--- config.mk ---
export PLATFORM = sky130hd
export DESIGN_NAME = stall_ctrl
export DESIGN_NICKNAME = d
export VERILOG_FILES = /design/src/rtl/stall_ctrl.sv
export SDC_FILE = /design/constraint.sdc
export NUM_CORES = 1
export LEC_CHECK = 0
export CAP_MARGIN = 25
export CORE_MARGIN = 4
export CORE_UTILIZATION = 41
export CTS_CLUSTER_DIAMETER = 100
export DETAILED_ROUTE_END_ITERATION = 16
export PLACE_DENSITY = 0.66
export RECOVER_POWER = 50
export SLEW_MARGIN = 20
export SYNTH_ARGS = -nofsm -noshare
export SYNTH_HDL_FRONTEND = slang
export SYNTH_SLANG_ARGS = --single-unit
--- constraint.sdc ---
create_clock -name clk_in -period 4.9 [get_ports clk_in]
set_input_delay 0.98 -clock clk_in [delete_from_list [all_inputs] [get_ports clk_in]]
set_output_delay 0.98 -clock clk_in [all_outputs]
set_load 0.02 [all_outputs]
--- src/rtl/stall_ctrl.sv ---
// Pipeline stall/flush controller: resolves per-stage stall, timed-stall and flush
// requests into Continue/Stall/Bubble commands per pipeline buffer, with perf counters.
module stall_ctrl #(
  parameter int unsigned N_STAGES = 5,
  parameter int unsigned CNT_W    = 4,
  parameter int unsigned PERF_W   = 32,
  localparam int unsigned STG_W   = $clog2(N_STAGES)
) (
  input  logic                  clk_in,
  input  logic                  rst_in,
  input  logic                  rdy_in,
  input  logic [N_STAGES-1:0]   rq_i,
  input  logic [N_STAGES-1:0]   fl_i,
  input  logic                  ld_vld_i,
  input  logic [STG_W-1:0]      ld_stg_i,
  input  logic [CNT_W-1:0]      ld_cnt_i,
  output logic [2*N_STAGES-1:0] stl_o,
  output logic [PERF_W-1:0]     stl_cnt_o,
  output logic [PERF_W-1:0]     fl_cnt_o
);

  localparam logic [1:0] CMD_CONT   = 2'b00;
  localparam logic [1:0] CMD_STALL  = 2'b01;
  localparam logic [1:0] CMD_BUBBLE = 2'b10;

  logic [CNT_W-1:0]    cnt [N_STAGES];
  logic [N_STAGES-1:0] ld_sel;
  logic [N_STAGES-1:0] ld_hit;
  logic [N_STAGES-1:0] eff;
  int unsigned         s_pos;
  int unsigned         f_pos;
  logic                stall_any;
  logic                flush_any;
  logic                take_stall;
  logic                take_flush;

  // Stage 0 cannot redirect itself, so its flush bit carries no meaning.
  logic unused_fl0;
  assign unused_fl0 = fl_i[0];

  always_comb begin
    ld_sel = '0;
    ld_hit = '0;
    eff    = '0;
    for (int unsigned k = 0; k < N_STAGES; k++) begin
      ld_sel[k] = ld_vld_i && (ld_stg_i == STG_W'(k));
      ld_hit[k] = ld_sel[k] && (ld_cnt_i != '0);
      eff[k]    = rq_i[k] || (cnt[k] != '0) || ld_hit[k];
    end
  end

  always_comb begin
    s_pos     = 0;
    f_pos     = 0;
    stall_any = |eff;
    flush_any = 1'b0;
    for (int unsigned k = 0; k < N_STAGES; k++) begin
      if (eff[k]) s_pos = k;
    end
    for (int unsigned k = 1; k < N_STAGES; k++) begin
      if (fl_i[k]) begin
        f_pos     = k;
        flush_any = 1'b1;
      end
    end
    // A stall at or beyond the flushing stage freezes it, so the flush must be reasserted.
    take_stall = stall_any && (!flush_any || (s_pos >= f_pos));
    take_flush = flush_any && !take_stall;
  end

  always_comb begin
    stl_o = '0;
    for (int unsigned k = 0; k < N_STAGES; k++) begin
      if (rst_in) begin
        stl_o[2*k +: 2] = CMD_CONT;
      end else if (!rdy_in) begin
        stl_o[2*k +: 2] = CMD_STALL;
      end else if (take_stall) begin
        if (k <= s_pos)          stl_o[2*k +: 2] = CMD_STALL;
        else if (k == s_pos + 1) stl_o[2*k +: 2] = CMD_BUBBLE;
        else                     stl_o[2*k +: 2] = CMD_CONT;
      end else if (take_flush && (k >= 1) && (k <= f_pos)) begin
        stl_o[2*k +: 2] = CMD_BUBBLE;
      end else begin
        stl_o[2*k +: 2] = CMD_CONT;
      end
    end
  end

  always_ff @(posedge clk_in) begin
    if (rst_in) begin
      for (int unsigned k = 0; k < N_STAGES; k++) cnt[k] <= '0;
      stl_cnt_o <= '0;
      fl_cnt_o  <= '0;
    end else if (rdy_in) begin
      for (int unsigned k = 0; k < N_STAGES; k++) begin
        // An accepted flush wins over a load aimed at a squashed stage.
        if (take_flush && (k <= f_pos))
          cnt[k] <= '0;
        else if (ld_sel[k])
          cnt[k] <= ld_hit[k] ? (ld_cnt_i - CNT_W'(1)) : '0;
        else if (cnt[k] != '0)
          cnt[k] <= cnt[k] - CNT_W'(1);
      end
      if (take_stall && (stl_cnt_o != '1)) stl_cnt_o <= stl_cnt_o + PERF_W'(1);
      if (take_flush && (fl_cnt_o != '1))  fl_cnt_o  <= fl_cnt_o + PERF_W'(1);
    end
  end

endmodule

Word-level counts from Yosys, hierarchy flattened --
Memories as Yosys holds them, arrays and structs flattened. Cells that the tools add are included.
Word-level totals: register bits 64, RAM bits 20, input bits 21, output and inout port bits 74, word-level logic and storage cells 229, memories 1
Memories:
- cnt | depth 5, bits a word 4, read ports 5, clocked after memory_dff 0, wr ports 5, line 26 | logic [CNT_W-1:0] cnt [N_STAGES];
Operators by class: add/subtract/negate cells 9, $lt $le $gt $ge 11, equal/unequal tests 10, multiplexer cells 138, bitwise gates (word level) 15, reduce and logical (&&, ||, !) cells 43
Operator list (count):
- 2-to-1 mux 32 bit | 6
- less-or-equal comparator 1 x 32 -> 1 bit, first input constant | 4
- less-or-equal comparator 2 x 32 -> 1 bit, first input constant | 4
- adder 32 x 1 -> 32 bit, second input constant | 3
- 2-to-1 mux 1 bit | 83
- 2-to-1 mux 4 bit | 20
- == test 2 x 32 -> 1 bit, first input constant | 2
- less-or-equal comparator 3 x 32 -> 1 bit, first input constant | 2
- != test 32 bit, second input constant | 2
- 2-to-1 mux 2 bit | 29
- == test 1 x 32 -> 1 bit, first input constant | 1
- == test 3 x 32 -> 1 bit, first input constant | 1
- greater-or-equal comparator 32 bit | 1
- logical NOT 32 bit | 1
- nonzero test 4 bit | 6
- subtractor 4 x 1 -> 4 bit, second input constant | 6
- logical AND 1 bit | 19
- OR 1 bit | 15
- logical OR 1 bit | 11
- == test 3 x 2 -> 1 bit, second input constant | 2
- OR reduction 5 bit | 1
- AND reduction 2 bit | 2
- == test 3 x 1 -> 1 bit, second input constant | 1
- == test 3 bit, second input constant | 1
- other kinds (2) | 3

Depth between registers and ports, before layout --
Gate-level depths: netlist (run 1).
depth in word-level cells 21, gate-level depth with buffers 16, gate-level depth less buffers 14

Worst setup path before layout (run 1) --
OpenSTA, ideal clock, no wires.
path type input-to-output, start point input ld_cnt_i[0], end point output stl_o[7], arrival 4.262 ns, data required time 3.920 ns, setup slack -0.342 ns, cell stages on the path 16, path buffers 2, path through inv_1 -> ha_1 -> nor3b_1 -> nor2_1 -> nor3_1 -> nor2b_1 -> o21ai_0 -> ha_1 -> nand2b_1 -> a21o_1 -> a211o_1 -> o21ai_1 -> buf_2 -> buf_2 -> o21ai_0 -> a21oi_1
Between the ends: cells in the longest elaborated chain, start to end 17, elaborated cells between the ends (all ways) 31, classes of those cells add/sub (1); order compare (2); eq/ne (1); mux (10); reduce/logical (17)
Ends and longest elaborated chain:
- start: declaration | line 16 | input logic [CNT_W-1:0] ld_cnt_i,
- nonzero test 4 bit * | line 47 | ld_hit[k] = ld_sel[k] && (ld_cnt_i != '0);
- parallel branches: the longest is 13 deep, another holds adder 32 x 1 -> 32 bit
- 2-to-1 mux 2 bit * | line 78 | end else if (take_stall) begin
- 2-to-1 mux 2 bit * | line 76 | end else if (!rdy_in) begin
- 2-to-1 mux 2 bit * | line 74 | if (rst_in) begin
- end: declaration | line 17 | output logic [2*N_STAGES-1:0] stl_o,
Every way passes the cells marked *.

Worst setup path after layout (run 1) --
start point input ld_stg_i[0], end point output stl_o[2]
Between the ends: cells in the longest elaborated chain, start to end 14, elaborated cells between the ends (all ways) 33, classes of those cells order compare (2); eq/ne (4); mux (8); reduce/logical (19)
Ends and longest elaborated chain:
- start: declaration | line 15 | input logic [STG_W-1:0] ld_stg_i,
- == test 3 x 1 -> 1 bit | line 46 | ld_sel[k] = ld_vld_i && (ld_stg_i == STG_W'(k));
- logical AND 1 bit | line 46
- logical AND 1 bit | line 47
- logical OR 1 bit | line 48 | eff[k] = rq_i[k] || (cnt[k] != '0) || ld_hit[k];
- 2-to-1 mux 1 bit | line 58 | if (eff[k]) s_pos = k;
- 2-to-1 mux 32 bit (3 in series) | line 58
- greater-or-equal comparator 32 bit | line 67 | take_stall = stall_any && (!flush_any || (s_pos >= f_pos));
- logical OR 1 bit | line 67
- logical AND 1 bit | line 67
- 2-to-1 mux 2 bit * | line 78
- 2-to-1 mux 2 bit * | line 76
- 2-to-1 mux 2 bit * | line 74
Mark *: on every way between the ends. The rest lies on a longest branch, timed or not.

==> flow_summary.json, run 1 <==
{
  "drc_errors": 0,
  "period_share_pct": 97.8,
  "synthArstFlopShare_pct": 0,
  "worst-path-stages": 14,
  "cts_tree": "yes",
  "tightestPinTransition_ns": 0.961,
  "nets": 813,
  "core_mm2": 0.0127,
  "crit_fanout": 7,
  "critPathArrivalTime_ns": 3.81,
  "hold_viol": 0,
  "portBuffers": 92,
  "relSlewSlack_pct": 35.8,
  "rsz0062_at_grt": "false",
  "yosysUniqueCellTypes": 64,
  "grt_pass1_wl_um": 26300,
  "reg2reg_depth": 14,
  "synthTopCellsByArea": "dfxtp_1 24%, edfxtp_1 11%, a21oi_1 6.6%",
  "ys_ff_latch": 84,
  "htreeDepth": 3,
  "critPathTopFamily": "simple AND/OR/NAND/NOR gates",
  "place.gp.congestion": 0.935,
  "grt_pass1_vias": 5359,
  "diodes": 0,
  "holdWs_ns": 0.496,
  "dp.cells": 932,
  "ant_nets": 0,
  "finalSetupTns_ns": 0,
  "leakagePower_uw": 0.00263,
  "path_cells": "clkdlybuf4s50_1 > or3b_2 > nand2b_4 > and2_4 > o21ai_1 > ha_1 > nand2b_1 > a21o_1 > a211o_1 > o21ai_4 > buf_6 > a21o_1 > a21oi_1 > buf_4",
  "die_x_um": 122,
  "synth_top_area_share_pct": 23.9,
  "pwr_density_cell_mw_per_mm2": 265,
  "power.internal_uw": 1330,
  "grt_usage_pct": 21.8,
  "cpMostUsedCell": "a21o_1",
  "switching_share_pct": 29.5,
  "cts_hold_buffers": 0,
  "peakVddDrop_mv": 0.145,
  "yosysWarnings": 0,
  "die_h_um": 122,
  "ys.flop_type": "dfxtp_1",
  "synth_top_area_cell": "dfxtp_1",
  "dr.pass1.iters": 6,
  "ys_seq_area_share_pct": 35.1,
  "worstHoldPathType": "reg2reg",
  "status": "complete, no violations",
  "min_period_ns": 4.79,
  "cp-start-kind": "input port",
  "critPathBufInv": 3,
  "power.switching_uw": 555,
  "cp_slowest_cell": "or3b_2",
  "first_iter_violations": 420,
  "pwr-share-comb_pct": 22.6,
  "mostFrequentLayoutCells": "67 x a21oi_1, 64 x dfxtp_1, 64 x dlygate4sd3_1",
  "cts.sinks": 84,
  "routed_via_density": 5.97,
  "min_path_cells": 2,
  "pwr-share-seq_pct": 41.0,
  "initial_utilization_pct": 42.1,
  "io-pin-count": 95,
  "maxCapViolCount": 0,
  "drive_gt1_share_pct": 15.7,
  "end_kind": "output port",
  "worstPathRequired_ns": 3.92,
  "clkTransAtPathRegs_ns": 0.07,
  "clockPowerShare_pct": 36.4,
  "synth_edf_count": 20,
  "area_delta_synth_final_pct": 32.7,
  "antenna_found_initial": 0,
  "critPathMaxStageDelay_ns": 0.47,
  "synthesis.instances": 657,
  "clockRootBuffer": "clkbuf_16",
  "grt_max_degree": 74,
  "dieArea_mm2": 0.0150,
  "grt_remaining_overflow": 0,
  "wire_per_inst_um": 17.3,
  "clock.fmax_mhz": 209,
  "worstSkewPairLatency_ns": 0.35,
  "final_common_cell": "a21oi_1",
  "crit_type": "in2out",
  "vias": 5695,
  "clockBufferDepth": 2,
  "finalNonFillerCells": 954,
  "synth.avg_cell_area_um2": 8.16,
  "syn-cell-area_mm2": 0.00536,
  "setup_viol": 0,
  "core.rowCount": 41,
  "wl_um": 16500,
  "numCtsBuffers": 9,
  "place_hpwl_um": 11700,
  "syn_nets": 693,
  "drv_slew": 0,
  "fin_worst_skew_ns": 0.00971
}
layer usage:
| metal | vias up | track usage, % | routed length (µm) |
|---|---|---|---|
| met3 | 23 | 3.55 | 694 |
| li1 | 2770 | - | - |
| met4 | 0 | 9.45 | 391 |
| met1 | 2748 | 29.6 | 7700 |
| met2 | 154 | 34.5 | 7760 |
| met5 | - | 0 | 0 |
registers in the layout, indices dropped and copies added (netlist names):
| register | flops |
|---|---|
| stl_cnt_o | 32 |
| fl_cnt_o | 32 |
| cnt | 20 |
cell families after synthesis:
family	count (synthesis)	synth area share, %
muxes	7	1.47
adders and majority gates	15	3.50
buffers and inverters	65	4.95
xor gates and xnor gates	9	1.47
DFF	84	35.1
AOI/OAI and AO/OA	179	21.0
and+or+nand+nor	297	32.4
other	1	0.0700
synth_stat cells, drive strengths merged (4+ instances only):
master / n
nand2: 35
a21o: 4
nor3: 19
clkbuf: 26
nand3: 25
edfxtp: 20
and4: 11
or2: 4
nor2: 46
o22a: 6
o21a: 4
nand3b: 4
nor3b: 6
nor4b: 4
o22ai: 7
xnor2: 8
o21ai: 27
o31ai: 32
nand4: 27
buf: 13
or3: 30
and2: 11
nor2b: 9
dfxtp: 64
mux2: 7
a21oi: 71
ha: 15
nand2b: 5
nor4: 12
and3: 6
inv: 26
or4: 37
per-stage QoR:
stage	cell area (µm²)	setup WS [ns]	utilization, %	total power (µW)
3_5_place_dp	6750	-0.739	53.1	1200
3_3_place_gp	6740	-0.666	53.0	1180
6_report	7110	0.106	55.9	1880
5_1_grt	7110	0.00246	55.9	1980
2_1_floorplan	5390	0.000220	-	1040
4_1_cts	7080	0.0644	55.6	1890
worst paths after layout:
check	start	to	slack, ns
worst max-delay path	ld_stg_i[0]	stl_o[2]	0.11
worst min-delay path	stl_cnt_o[28]$_SDFFE_PP0P_	stl_cnt_o[28]$_SDFFE_PP0P_	0.50
worst max register to register	cnt[1][0]$_SDFFCE_PN0P_	cnt[0][3]$_SDFFCE_PN0P_	1.09
worst min register to register	stl_cnt_o[28]$_SDFFE_PP0P_	stl_cnt_o[28]$_SDFFE_PP0P_	0.50
power by group through the flow:
stage / clock network (µW) / logic, µW / registers (µW)
floorplan: 0 / 256 / 784
global placement: 0 / 400 / 784
detailed placement: 0 / 412 / 787
CTS: 701 / 422 / 771
global route: 730 / 470 / 777
finish: 685 / 425 / 772
repair_timing:
| item | in CTS | in global routing |
|---|---|---|
| setup endpoints to repair | 9 | 9 |
| pin swaps | 3 | 4 |
| buffers inserted | 5 | 1 |
| gates resized for setup | 51 | 16 |
tightest hold or removal path, stage by stage (launching register included):
cell and delay, ns:
dfxtp_1 0.33, o31ai_1 0.07, a21oi_1 0.05
cell type report:
| cell class | count | area, µm² |
|---|---|---|
| clock buffer | 11 | 233 |
| clock inverter | 5 | 61.3 |
| fill | 1218 | 5610 |
| inverter | 26 | 97.6 |
| multi-input combinational | 508 | 3330 |
| sequential | 84 | 1880 |
| tap | 172 | 215 |
| timing repair buffer | 148 | 1290 |
Power figures use the tool's default switching activity.
==> inputs of run 2 (changes only) <==
--- a/config.mk
+++ b/config.mk
@@ -10,6 +10,7 @@
 export CORE_UTILIZATION = 41
 export CTS_CLUSTER_DIAMETER = 100
 export DETAILED_ROUTE_END_ITERATION = 16
+export MAX_ROUTING_LAYER = met4
 export PLACE_DENSITY = 0.66
 export RECOVER_POWER = 50
 export SLEW_MARGIN = 20
==> run 2 against run 1 <==
  * Global-route usage up 0.53 points
  * Sequential share of layout area about the same
  * Non-clock buffer count down 3
  * Maximum frequency up 0.54%
  * Setup slack better by 0.026 ns
  * Clock power down 2%
  * Critical endpoint is now stl_o[9]
==> flow_summary.json, run 2 (synthesis results as in run 1) <==
{
  "holdWs_ns": 0.501,
  "fin_ws_ns": 0.132,
  "finalSetupTns_ns": 0,
  "worstHoldPathType": "reg2reg",
  "maxCapViolCount": 0,
  "status": "complete, no violations",
  "first_iter_violations": 392,
  "setup_viol": 0,
  "clkTransAtPathRegs_ns": 0.06,
  "leakagePower_uw": 0.00263,
  "grt_pass1_wl_um": 26200,
  "clockRootBuffer": "clkbuf_16",
  "min_period_ns": 4.77,
  "period_share_pct": 97.3,
  "drv_slew": 0,
  "portBuffers": 92,
  "io-pin-count": 95,
  "worst-path-stages": 15,
  "reg2reg_from": "cnt[1][0]$_SDFFCE_PN0P_",
  "cp_slowest_cell": "clkdlybuf4s50_1",
  "tightestPinTransition_ns": 0.951,
  "initial_utilization_pct": 42.1,
  "end_kind": "output port",
  "power.internal_uw": 1340,
  "critPathArrivalTime_ns": 3.79,
  "clock.fmax_mhz": 210,
  "critPathBufInv": 4,
  "grt_remaining_overflow": 0,
  "nFillCells": 1259,
  "vias": 5672,
  "die_h_um": 122,
  "clockBufferDepth": 2,
  "final_common_cell": "a21oi_1",
  "numCtsBuffers": 9,
  "antenna_found_initial": 0,
  "power.switching_uw": 535,
  "worstSkewPairLatency_ns": 0.34,
  "cts.sinks": 84,
  "relSlewSlack_pct": 36.5,
  "crit_path_start": "ld_stg_i[0]",
  "critPathTopFamily": "compound AO/OA/AOI/OAI gates",
  "crit_type": "in2out",
  "hold_viol": 0,
  "reg2reg_depth": 15,
  "place_hpwl_um": 11800,
  "dieArea_mm2": 0.0150,
  "core.rowCount": 41,
  "cts_hold_buffers": 0,
  "cts_tree": "yes",
  "core_mm2": 0.0127,
  "path_cells": "clkdlybuf4s50_1 > buf_4 > nand3b_1 > o21a_1 > nor2b_1 > o21ai_1 > ha_1 > nand2b_1 > a21o_1 > a211o_1 > o21ai_4 > buf_4 > nand2_2 > a21oi_4 > buf_6",
  "worstPathRequired_ns": 3.92,
  "mostFrequentLayoutCells": "66 x a21oi_1, 64 x dfxtp_1, 64 x dlygate4sd3_1",
  "min_from": "stl_cnt_o[27]$_SDFFE_PP0P_",
  "htreeDepth": 3,
  "diodes": 0,
  "cpMostUsedCell": "buf_4",
  "wl_um": 16400,
  "grt_pass1_vias": 5284,
  "pwr-share-comb_pct": 22.9,
  "wire_per_inst_um": 17.3,
  "grt_usage_pct": 22.4,
  "crit_fanout": 9,
  "die_x_um": 122,
  "peakVddDrop_mv": 0.156,
  "drive_gt1_share_pct": 15.1,
  "cp-start-kind": "input port",
  "ant_nets": 0,
  "drc_errors": 0,
  "timing.rr.end": "stl_cnt_o[9]$_SDFFE_PP0P_",
  "switching_share_pct": 28.6,
  "area_delta_synth_final_pct": 32.7,
  "rrSetupSlack_ns": 1.15,
  "place.gp.congestion": 0.984,
  "min_path_cells": 2,
  "total_power_uw": 1870,
  "largestRegisters": "fl_cnt_o (32), stl_cnt_o (32), cnt (20)",
  "min_to": "stl_cnt_o[27]$_SDFFE_PP0P_",
  "pwr-share-seq_pct": 41.2,
  "pwr_density_cell_mw_per_mm2": 263,
  "dr.pass1.iters": 6,
  "fin_worst_skew_ns": 0.00397,
  "fin_util_pct": 55.9,
  "routed_via_density": 5.96,
  "nets": 810,
  "pre_cts_slack_ns": -0.691,
  "critPathMaxStageDelay_ns": 0.44,
  "clockPowerShare_pct": 35.8,
  "grt_max_degree": 65
}
-- run 2: layout make-up --
type	count	area (µm²)	area share, %
multi-input combinational	508	3330	46.9
sequential	84	1880	26.5
timing repair buffer	145	1290	18.2
clock buffer	16	293	4.12
tap	172	215	3.03
inverter	26	97.6	1.37
-- run 2: power by group through the flow --
stage                     combinational, µW  clock, µW  sequential, µW
final                                   429        671             772
after CTS                               421        690             772
after global placement                  402          0             784
after global routing                    476        722             777
after floorplan                         256          0             784
after detailed placement                415          0             787
-- run 2: tightest hold or removal path, cell delays in order (launching register included) --
cell     delay (ns)
dfxtp_1        0.33
o31ai_1        0.07
a21oi_1        0.05
-- run 2: per-layer routing --
metal / vias to the layer above / wire, µm / global-route usage (%)
li1: 2762 / - / -
met1: 2698 / 7290 / 28.1
met2: 186 / 7790 / 35.9
met3: 26 / 1020 / 5.35
met4: 0 / 303 / 6.72
met5: - / 0 / -
-- run 2: worst max-delay path by stage --
stage | end | slack [ns]
2_1_floorplan | stl_o[7] | 0.0002
3_3_place_gp | stl_o[5] | -0.67
3_5_place_dp | stl_o[5] | -0.69
4_1_cts | stl_o[5] | 0.03
5_1_grt | stl_o[7] | -0.008
6_report | stl_o[9] | 0.13
-- run 2: metrics by stage --
step                      instance area, µm²  instances
after floorplan                         5390        657
after global placement                  6730        930
after detailed placement                6740        930
after CTS                               7050        949
after global routing                    7110        951
final                                   7110        951
-- run 2: timing repair --
item,4_1_cts,5_1_grt
endpoints found under the setup margin,9,9
pin swaps,4,7
resized for setup,50,16
setup buffers,3,2
==> inputs of run 3 (changes only) <==
--- a/config.mk
+++ b/config.mk
@@ -5,7 +5,6 @@
 export SDC_FILE = /design/constraint.sdc
 export NUM_CORES = 1
 export LEC_CHECK = 0
-export CAP_MARGIN = 25
 export CORE_MARGIN = 4
 export CORE_UTILIZATION = 41
 export CTS_CLUSTER_DIAMETER = 100
@@ -13,6 +12,7 @@
 export MAX_ROUTING_LAYER = met4
 export PLACE_DENSITY = 0.66
 export RECOVER_POWER = 50
+export SKIP_CTS_REPAIR_TIMING = 1
 export SLEW_MARGIN = 20
 export SYNTH_ARGS = -nofsm -noshare
 export SYNTH_HDL_FRONTEND = slang
==> run 3 against run 2 <==
  * Count of clock-buffer cells in the layout unchanged
  * Combinational power down 1%
  * Critical path depth down 1
  * Design area down 0.11%
  * Utilization down 0.059 points
  * First-iteration DRC count up 4.1%
  * Clock skew about the same
  * Sequential power about the same
  * Critical endpoint is now stl_o[5]
  * Maximum frequency about the same
  * Largest cell class unchanged
  * Flip-flop and latch count unchanged
  * Worst hold slack better by 0.0011 ns
==> flow_summary.json, run 3 (synthesis results as in run 1) <==
{
  "core_mm2": 0.0127,
  "diodes": 0,
  "wl_um": 16400,
  "nets": 808,
  "dp.cells": 930,
  "initial_utilization_pct": 42.1,
  "worstPathRequired_ns": 3.92,
  "fin_worst_skew_ns": 0.00397,
  "peakVddDrop_mv": 0.156,
  "grt_remaining_overflow": 0,
  "rsz0062_at_grt": "false",
  "htreeDepth": 3,
  "hold_viol": 0,
  "area_delta_synth_final_pct": 32.6,
  "final_common_cell": "a21oi_1",
  "tightestPinTransition_ns": 0.956,
  "largestRegisters": "fl_cnt_o (32), stl_cnt_o (32), cnt (20)",
  "grt_max_degree": 65,
  "die_h_um": 122,
  "dieArea_mm2": 0.0150,
  "mostFrequentLayoutCells": "68 x a21oi_1, 64 x dfxtp_1, 64 x dlygate4sd3_1",
  "antenna_found_initial": 0,
  "clockRootBuffer": "clkbuf_16",
  "clkTransAtPathRegs_ns": 0.06,
  "setup_viol": 0,
  "finalNonFillerCells": 949,
  "vias": 5678,
  "crit_type": "in2out",
  "grt_pass1_vias": 5261,
  "critPathArrivalTime_ns": 3.79,
  "leakagePower_uw": 0.00268,
  "drv_slew": 0,
  "drive_gt1_share_pct": 13.5,
  "cts.sinks": 84,
  "wire_per_inst_um": 17.3,
  "die_x_um": 122,
  "drc_errors": 0,
  "place.gp.congestion": 0.984,
  "min_period_ns": 4.77,
  "pwr_density_cell_mw_per_mm2": 263,
  "relSlewSlack_pct": 36.2,
  "end_kind": "output port",
  "fin_ws_ns": 0.129,
  "cp-start-kind": "input port",
  "worstHoldPathType": "reg2reg",
  "grt_usage_pct": 22.3,
  "first_iter_violations": 408,
  "portBuffers": 92,
  "worstSkewPairLatency_ns": 0.34,
  "ant_nets": 0,
  "io-pin-count": 95,
  "maxCapViolCount": 0,
  "cts_tree": "yes",
  "routed_via_density": 5.98,
  "status": "complete, no violations",
  "numCtsBuffers": 9,
  "core.rowCount": 41,
  "pre_cts_slack_ns": -0.691,
  "grt_pass1_wl_um": 26100,
  "clock.fmax_mhz": 210,
  "clockBufferDepth": 2,
  "crit_fanout": 6,
  "period_share_pct": 97.4,
  "dr.pass1.iters": 5,
  "place_hpwl_um": 11800
}
[run 3: cell types whose count changed in the layout (fill, tap and decap cells not counted), moves of 3 or more]
| cell | delta |
|---|---|
| buf_4 | -4 |
| dlymetal6s2s_1 | +8 |
| clkbuf_2 | +4 |
| o21ai_0 | +3 |
| o21ai_1 | -3 |
| buf_2 | -6 |
| dlygate4sd2_1 | -3 |
| a21oi_2 | -3 |
[run 3: worst max-delay path, cell delays in order]
cell             delay, ns
clkdlybuf4s50_1       0.43
or3b_2                0.47
nand2b_4              0.16
and2_4                0.14
inv_1                 0.07
a21oi_1               0.05
ha_1                  0.27
a21o_1                0.15
a211o_1               0.19
o21ai_4               0.10
buf_4                 0.14
or3_4                 0.33
a21oi_4               0.16
buf_6                 0.14
[run 3: worst paths after layout]
path | startpoint | endpoint | slack [ns] | depth (start not counted)
worst max register to register | cnt[1][0]$_SDFFCE_PN0P_ | cnt[0][3]$_SDFFCE_PN0P_ | 0.90 | 14
worst min register to register | stl_cnt_o[27]$_SDFFE_PP0P_ | stl_cnt_o[27]$_SDFFE_PP0P_ | 0.50 | 2
worst max-delay path | ld_stg_i[0] | stl_o[5] | 0.13 | 14
worst min-delay path | stl_cnt_o[27]$_SDFFE_PP0P_ | stl_cnt_o[27]$_SDFFE_PP0P_ | 0.50 | 2
[run 3: stage by stage]
stage                     util [%]  area [µm²]  hold slack [ns]  TNS, ns  power (µW)
final                         55.8        7100            0.502        0        1870
after global routing          55.8        7100            0.537        0        1970
after CTS                     55.3        7030            0.503    -5.43        1880
after detailed placement      53.0        6740            0.491    -5.33        1200
after global placement        52.9        6730            0.471    -5.13        1190
after floorplan                  -        5390            0.559        0        1040
[run 3: final cells by class]
type	count	area, µm²
timing repair buffer	143	1300
fill	1250	5620
clock buffer	16	293
tap	172	215
sequential	84	1880
inverter	26	97.6
multi-input combinational	508	3310
[run 3: routing by layer]
metal  wire (µm)  GRT usage, %  vias up
li1            -             -     2761
met1        7440          27.9     2716
met2        7920          35.9      177
met3         842          5.25       24
met4         229          6.44        0
met5           0             -        -
[run 3: where the power goes]
part           leakage, µW  internal, µW  switching (µW)
Combinational      0.00181           181             242
Clock             0.000142           403             268
Sequential        0.000733           747            25.3
